===== config.mk =====
export PLATFORM = sky130hd
export DESIGN_NAME = counter_sched
export DESIGN_NICKNAME = d
export VERILOG_FILES = /design/src/rtl/counter_sched_pkg.sv /design/src/rtl/counter4bit.sv /design/src/rtl/counter_sched.sv
export SDC_FILE = /design/constraint.sdc
export NUM_CORES = 1
export LEC_CHECK = 0
export CAP_MARGIN = 5
export CORE_MARGIN = 3
export CORE_UTILIZATION = 40
export CTS_CLUSTER_DIAMETER = 150
export DETAILED_ROUTE_END_ITERATION = 7
export GPL_TIMING_DRIVEN = 0
export PLACE_DENSITY = 0.79
export SKIP_LAST_GASP = 1
export SLEW_MARGIN = 20
export SYNTH_ARGS = -nofsm -noshare
export SYNTH_HDL_FRONTEND = slang
export SYNTH_SLANG_ARGS = --single-unit

===== constraint.sdc =====
create_clock -name clk -period 2.73 [get_ports clk]
set_clock_uncertainty 0.05 [all_clocks]
set_input_delay 0.4095 -clock clk [delete_from_list [all_inputs] [get_ports clk]]
set_output_delay 0.4095 -clock clk [all_outputs]
set_load 0.03 [all_outputs]

===== src/rtl/counter_sched_pkg.sv =====
// Shared types and constants for the round-robin counter scheduler.
package counter_sched_pkg;

   localparam int CNT_W = 4;

   typedef enum logic [0:0] {
      IDLE = 1'b0,
      RUN  = 1'b1
   } state_e;

endpackage


===== src/rtl/counter4bit.sv =====
// Shared 4-bit up-counter with synchronous reset, parallel load and count enable.
module counter4bit
   import counter_sched_pkg::*;
(
   input  logic             clk,
   input  logic             rst,
   input  logic             load,
   input  logic [CNT_W-1:0] data_in,
   input  logic             en,
   output logic [CNT_W-1:0] count
);

   logic [CNT_W-1:0] count_q;

   // Counter register: reset beats load, load beats increment
   always_ff @(posedge clk) begin
      if (rst) begin
         count_q <= {CNT_W{1'b0}};
      end else if (load) begin
         count_q <= data_in;
      end else if (en) begin
         count_q <= count_q + CNT_W'(1);
      end else begin
         count_q <= count_q;
      end
   end

   assign count = count_q;

endmodule


===== src/rtl/counter_sched.sv =====
// Round-robin arbiter granting one requester at a time a run of the shared counter up to its delay.
module counter_sched
   import counter_sched_pkg::*;
#(
   parameter int NREQ = 4
) (
   input  logic                  clk,
   input  logic                  rst_n,
   input  logic [NREQ-1:0]       req,
   input  logic [CNT_W*NREQ-1:0] delay,
   output logic [NREQ-1:0]       gnt,
   output logic [NREQ-1:0]       done,
   output logic                  busy,
   output logic [CNT_W-1:0]      count
);

   localparam int IDX_W = $clog2(NREQ);

   state_e           state_q, state_d;
   logic [NREQ-1:0]  gnt_q, gnt_d;
   logic [NREQ-1:0]  done_q, done_d;
   logic [IDX_W-1:0] ptr_q, ptr_d;
   logic [IDX_W-1:0] w_q, w_d;
   logic [CNT_W-1:0] target_q, target_d;

   logic [IDX_W-1:0] w_s;
   logic [IDX_W-1:0] ptr_inc_s;
   logic             load_s;
   logic             req_w_s;
   logic             at_target_s;
   logic             cnt_en_s;
   logic [CNT_W-1:0] count_s;

   // First set bit at or above p, otherwise the lowest set bit (wrap-around)
   function automatic logic [IDX_W-1:0] rr_pick(input logic [NREQ-1:0] r, input logic [IDX_W-1:0] p);
      logic [IDX_W-1:0] hi_w, lo_w;
      logic             hi_f, lo_f;
      hi_w = {IDX_W{1'b0}};
      lo_w = {IDX_W{1'b0}};
      hi_f = 1'b0;
      lo_f = 1'b0;
      for (int i = 0; i < NREQ; i++) begin
         if (r[i] && !hi_f && (i >= int'(p))) begin
            hi_w = IDX_W'(i);
            hi_f = 1'b1;
         end
         if (r[i] && !lo_f) begin
            lo_w = IDX_W'(i);
            lo_f = 1'b1;
         end
      end
      return hi_f ? hi_w : lo_w;
   endfunction

   assign w_s         = rr_pick(req, ptr_q);
   assign load_s      = (state_q == IDLE) && (req != {NREQ{1'b0}});
   assign req_w_s     = req[w_q];
   assign at_target_s = (count_s == target_q);
   assign cnt_en_s    = (state_q == RUN) && !at_target_s && req_w_s;
   assign ptr_inc_s   = (w_q == IDX_W'(NREQ - 1)) ? {IDX_W{1'b0}} : w_q + IDX_W'(1);

   counter4bit u_counter (
      .clk     (clk),
      .rst     (~rst_n),
      .load    (load_s),
      .data_in ({CNT_W{1'b0}}),
      .en      (cnt_en_s),
      .count   (count_s)
   );

   // Next-state: arbitrate in IDLE; in RUN finish on target or abort on dropped request
   always_comb begin
      state_d  = state_q;
      gnt_d    = gnt_q;
      done_d   = {NREQ{1'b0}};
      ptr_d    = ptr_q;
      w_d      = w_q;
      target_d = target_q;
      case (state_q)
         IDLE: begin
            gnt_d = {NREQ{1'b0}};
            if (load_s) begin
               gnt_d[w_s] = 1'b1;
               target_d   = delay[{w_s, 2'b00} +: CNT_W];
               w_d        = w_s;
               state_d    = RUN;
            end else begin
               state_d = IDLE;
            end
         end
         RUN: begin
            if (!req_w_s || at_target_s) begin
               done_d  = req_w_s ? gnt_q : {NREQ{1'b0}};
               gnt_d   = {NREQ{1'b0}};
               ptr_d   = ptr_inc_s;
               state_d = IDLE;
            end else begin
               state_d = RUN;
            end
         end
         default: begin
            gnt_d   = {NREQ{1'b0}};
            state_d = IDLE;
         end
      endcase
   end

   // Scheduler state registers
   always_ff @(posedge clk or negedge rst_n) begin
      if (!rst_n) begin
         state_q  <= IDLE;
         gnt_q    <= {NREQ{1'b0}};
         done_q   <= {NREQ{1'b0}};
         ptr_q    <= {IDX_W{1'b0}};
         w_q      <= {IDX_W{1'b0}};
         target_q <= {CNT_W{1'b0}};
      end else begin
         state_q  <= state_d;
         gnt_q    <= gnt_d;
         done_q   <= done_d;
         ptr_q    <= ptr_d;
         w_q      <= w_d;
         target_q <= target_d;
      end
   end

   assign gnt   = gnt_q;
   assign done  = done_q;
   assign busy  = (state_q == RUN);
   assign count = count_s;

endmodule


# Word level (Yosys, flattened, before mapping)
# Index checks and enable logic that the tools add are counted.
# W data, S select, Z words.
# totals
mem_count,0
mem_bits_ro,0
input_bits,22
output_inout_bits,13
ram_bits,0
register_bits,21
wordCells,75
latch_bits,0
# op_classes
mul,0
div,0
n_eq_ne,3
add_sub_neg,2
bitwise_logic,2
shift,1
n_reduce_logical,26
mux,28
order_cmp,6
# op_table
op,n
$mux W4,5
$shiftx A16 B5 Y4,1
$logic_and A1 B1 Y1,13
$mux W1,13
$mux W2,6
$logic_not A1 Y1,8
$pmux W4 S2,1
$lt A2 B3 Y1 const B,2
$add A4 B1 Y4 const B,1
$eq A4 B4 Y1,1
$ge A1 B2 Y1 const A,2
$reduce_and A2 Y1,2
$reduce_bool A4 Y1,1
$add A2 B1 Y2 const B,1
$bmux W1 S2,1
$demux W1 S2,1
$eq A2 B2 Y1 const B,1
$ge A2 B1 Y1 const B,1
$ge A2 B2 Y1 const A,1
$ne A2 B1 Y1 const B,1
$not A1 Y1,2
$pmux W1 S2,1
$reduce_or A2 Y1,1
$logic_or A1 B1 Y1,1

# Longest topological paths before layout
# depth
ltp_word,21
mapped_depth,6
ltp_nobuf,5

# Hierarchy
# A second synthesis with hierarchy kept.
# hier_totals
hier_cells,101
hier_area_um2,1093.5
# modules_own_cells
module,area_per_inst_um2,cells_each,seq_area_each_um2,n_inst
counter_sched,888.4,79,425.4,1
counter4bit,205.2,22,80.1,1

# Least setup slack after synthesis
# No wires, ideal clock.
# synth_timing
path_type,reg2reg
startpoint,register w_q[0]
endpoint,register u_counter.count_q[3] (netlist: u_counter.count[3])
slack_ns,1.116
setup_time_ns,0.118
period_less_slack_ns,1.614
arrival_ns,1.446
required_ns,2.562
path_buffers,1
path_stages_with_launch,7
path_cell_list,dfrtp_1 -> mux4_2 -> nand2_2 -> nor2b_2 -> buf_6 -> and4_4 -> mux2i_1
# synth_via
elab_chain_cells,3
# synth_rtl
element,line,text
from (decl),counter_sched.sv:23,"logic [IDX_W-1:0] w_q, w_d;"
from (signal assigned),counter_sched.sv:115,w_q <= {IDX_W{1'b0}};
from (signal assigned),counter_sched.sv:122,w_q <= w_d;
$bmux W1 S2,counter_sched.sv:57,assign req_w_s = req[w_q];
$mux W1 (implied by the code),counter_sched.sv:57,
$logic_and A1 B1 Y1,counter_sched.sv:59,assign cnt_en_s = (state_q == RUN) && !at_target_s && req_w_s;
to (signal assigned),counter4bit.sv:20,count_q <= data_in;
to (signal assigned),counter4bit.sv:22,count_q <= count_q + CNT_W'(1);
to (signal assigned),counter4bit.sv:24,count_q <= count_q;
to (decl),counter4bit.sv:13,logic [CNT_W-1:0] count_q;
# Every way passes these cells. The select of a mux whose other input is x is not followed.
# A chain may end at the register's enable or synchronous reset.

# Worst setup path after layout
# layout_timing
startpoint,input rst_n
endpoint,register u_counter.count_q[3] (netlist: u_counter.count[3])
# layout_via
elab_chain_cells,2
# layout_rtl
element,line,text
from (decl),counter_sched.sv:8,"input logic rst_n,"
$not A1 Y1 (no source line),n/a,
$reduce_or A2 Y1 (no source line),n/a,
to (signal assigned),counter4bit.sv:18,count_q <= {CNT_W{1'b0}};
to (signal assigned),counter4bit.sv:20,
to (signal assigned),counter4bit.sv:22,
# Every way passes these cells.

==> results.txt <==
The number of different library cells used by synthesis comes to 37. The number of antenna violations at the first check in global routing was 0; the leakage power was 0.0006581 µW. Entering global routing, the biggest net connects 21 pins.

The maximum net fanout on the critical path works out to 20. The run gives 0 as the total of warnings raised by yosys. Averaged over all synthesized cells, the footprint is 10.29 µm².

The synthesis-to-layout area growth works out to 34.77%. Of all flip-flops after synthesis, the portion carrying an async set or reset was 80.95%. The run gives 0 ns as the sum of negative setup slack. Share of the cycle needed by the critical path after routing: 71.51%. The tools report the number of fill cells in the layout as 232. Setup violations remaining at the end of the flow were counted as 0. The die height came out at 59.91 µm. The clock sink total was 21. The total overflow left after global routing is 0.

Cell type with the largest total area after synthesis: dfrtp_1. After clock tree synthesis, the clock-pin slew on the worst setup and hold paths is 0.12 ns. The flow ran to the end, and the final reports show no timing, DRC or antenna violations. Sorting the synthesized cells by how often they occur yields 17 x dfrtp_1, 12 x nand2_1, 9 x nor2_1, 7 x mux2i_1. In this run, post-CTS repair resized a total of 0 instances. The routed design has 2.543 mm of wire. Summed over all nets, the half-perimeter wirelength after detailed placement is 2.034 mm. The sequential cell area in the final layout came out at 505.5 µm².

The number of maximum-capacitance constraint violations came out at 0. Number of top-level pins: 35. The number of flops mapped to enable cells by yosys is 0. Worst vdd rail ir drop: 509.1 µV. The tools report the total of hold buffers inserted after clock tree synthesis as 0.

The last weighted congestion value of the routability-driven placer was 0.8284; the count of input and output buffers was 34. The number of antenna cells inserted came out at 0. For this run, the post-layout net count is 176. The floorplan row count was 18. The worst-case clock buffer depth is 2, and the required time reported for the critical path endpoint is 2.94 ns.

For the pin with the worst max-slew slack, the measured transition is 0.8614 ns. In the routed layout, each cell is associated on average with a via count of 5.558. For the signal arrival time at the worst endpoint, the log shows 2.16 ns. Once layout is complete, the utilization of the core stands at 59.96%. In the final layout, the multi-input gates occupy 631.9 µm².

Of the cells placed in the final design, the portion with a size suffix greater than 1 is 14.57%. In this run the horizontal extent of the chip is 59.91 µm. Once the clock tree was built, the setup fixing pass inserted 0 buffers. For this run, the detailed router's first-pass iteration total came to 4. The area of the die was 3589 µm². Derived from the worst setup path, the maximum achievable clock frequency is 512.2 MHz. The worst slew slack as a fraction of its limit came out at 42.39%.

For the count of H-tree levels built during CTS, the log shows 1. After synthesis the netlist holds a flip-flop and latch count of 21. Setup repair after global routing left no endpoint under its margin. The via count of the first global-routing pass was 1015. The type of origin of the critical path is an input port. Subtracting the final worst setup slack from the clock period gives 1.952 ns. First-pass GRT wire length: 4.402 mm.

dfrtp_1 is the most common cell in the netlist. The CTS buffer count was 3. The root cell of the clock tree is clkbuf_4.

Across every metal layer, demand over resource in global routing totals 16.38%. The count of nets left with antenna violations once routing finished came out at 0. TritonCTS built the clock tree.

The class of the most critical hold timing path was reg2reg. The total number of vias came out at 1006. The area of the placeable core is 2613 µm².

Power spread over the standard cell area amounts to 907.6 nW/µm². Yosys attributes the largest share of cell area to dfrtp_1 37%, dfxtp_1 6.9%, mux2i_1 6.0%, nand2_1 3.9%, xnor2_1 3.8%. Among all flip-flop cells after synthesis, the most frequent one is dfrtp_1. Clock latency reported for the late side of the worst-skew pair: 0.31 ns. The average wire per standard cell works out to 14.05 µm. The worst hold path was traced through 2 stages. The run gives 0 as the number of max-slew violations in the final report. The run gives 113 as the synthesized instance count. The cell area that synthesis handed to floorplanning was 1162 µm².

The first routing iteration left 11 violations. Sequential elements use 43.49% of the synthesized area. The run gives 137 as the synthesized net count. Once the floorplan was initialized, standard cells occupied 44.49% of the core.

The depth of the most critical reg-to-reg path is 6. The final hold violation count is 0, and the share of the synthesized area in the top cell type is 36.60%. The worst setup path is of the in2reg kind. The tools report the capturing element type of the critical path as a register. For this run, design rule violations remaining after detail routing come to 0.
critical path, cell delays in order:
cell and delay [ns]:
clkdlybuf4s50_1 1.04, nand2_1 0.25, or2_2 0.34, mux2i_1 0.12
layer usage:
metal | vias to the layer above | share of wire [%] | global-route usage (%)
met3 | 4 | 6.0 | 1.296
met2 | 40 | 49 | 27.78
li1 | 497 | - | -
met5 | - | 0 | 0
met4 | 0 | 2.5 | 9.494
met1 | 465 | 43 | 20.16
cells by family after synthesis:
logic type / after synthesis / share of synthesized area [%]
fa+ha+maj: 2 / 2.153
mux: 10 / 9.903
buf+inv: 4 / 2.153
xor+xnor: 5 / 3.767
simple gates: 47 / 22.93
compound gates: 24 / 15.61
flops: 21 / 43.49
path summary, 6_finish.rpt:
| path | slack, ns | end | startpoint |
|---|---|---|---|
| setup / recovery | 0.78 | u_counter.count[3]$_SDFFE_PP0P_ | rst_n |
| max in group asynchronous | 1.57 | gnt[3]$_DFFE_PN0P_ | rst_n |
| hold / removal | 0.47 | gnt[3]$_DFFE_PN0P_ | gnt[3]$_DFFE_PN0P_ |
| setup reg to reg | 1.05 | u_counter.count[3]$_SDFFE_PP0P_ | w_q[0]$_DFFE_PN0P_ |
| hold reg to reg | 0.47 | gnt[3]$_DFFE_PN0P_ | gnt[3]$_DFFE_PN0P_ |
| min in group asynchronous | 0.52 | target_q[1]$_DFFE_PN0P_ | rst_n |
where the power goes:
part           total [µW]  internal [µW]  switching (µW)
clock                 154           57.1            96.7
combinational         757            368             389
sequential            511            414            96.8
area by class of cell:
class                           instances  share of cell area, %
Sequential cell                        21                  32.27
Buffer                                  3                  1.358
Clock buffer                            4                  1.677
Timing Repair Buffer                   34                  21.73
Multi-Input combinational cell         88                  40.34
Inverter                                1                 0.2396
Tap cell                               30                  2.396
sequential cells by signal (all words and copies together), names as in the netlist:
signal           cells
w_q                  2
u_counter.count      4
gnt                  4
target_q             4
busy                 1
done                 4
ptr_q                2
cells in the final DEF (no fill, tap or decap):
| cell | count |
|---|---|
| o21ai_0 | 5 |
| xnor2_1 | 5 |
| mux4_2 | 1 |
| buf_2 | 2 |
| or2_1 | 1 |
| dfrtp_1 | 17 |
| clkbuf_1 | 1 |
| or2_2 | 5 |
| dfxtp_1 | 4 |
| nor4_1 | 1 |
| and4_4 | 1 |
| a21o_1 | 1 |
| nand2b_1 | 2 |
| clkbuf_4 | 3 |
| nor3_1 | 1 |
| mux2_2 | 2 |
| a21o_2 | 1 |
| and4_1 | 4 |
| o311ai_1 | 4 |
| inv_1 | 1 |
| nor2b_2 | 1 |
| buf_6 | 1 |
| and2_1 | 4 |
| mux2i_1 | 7 |
| a21oi_1 | 3 |
| a31o_2 | 1 |
| nand4_1 | 1 |
| nand3_4 | 1 |
| ha_1 | 2 |
| nand2_2 | 1 |
| o31a_1 | 4 |
| clkdlybuf4s50_1 | 34 |
| nor2_1 | 9 |
| nor2b_1 | 1 |
| o21a_1 | 1 |
| nand3_1 | 2 |
| nand2_1 | 12 |
| a22o_2 | 2 |
| a32o_1 | 1 |
| a311oi_1 | 1 |
stage by stage:
step	instances	instance area [µm²]	setup WS, ns	hold slack (ns)	power [µW]
after floorplan	113	1162	1.116	0.06391	1044
after global placement	177	1540	0.4568	0.4365	1258
after detailed placement	177	1540	0.3961	0.4493	1279
after CTS	181	1567	0.7254	0.4768	1431
after global routing	181	1567	0.5304	0.5080	1532
final	181	1567	0.7777	0.4707	1422
No activity file was read; power rests on OpenSTA's default activity.
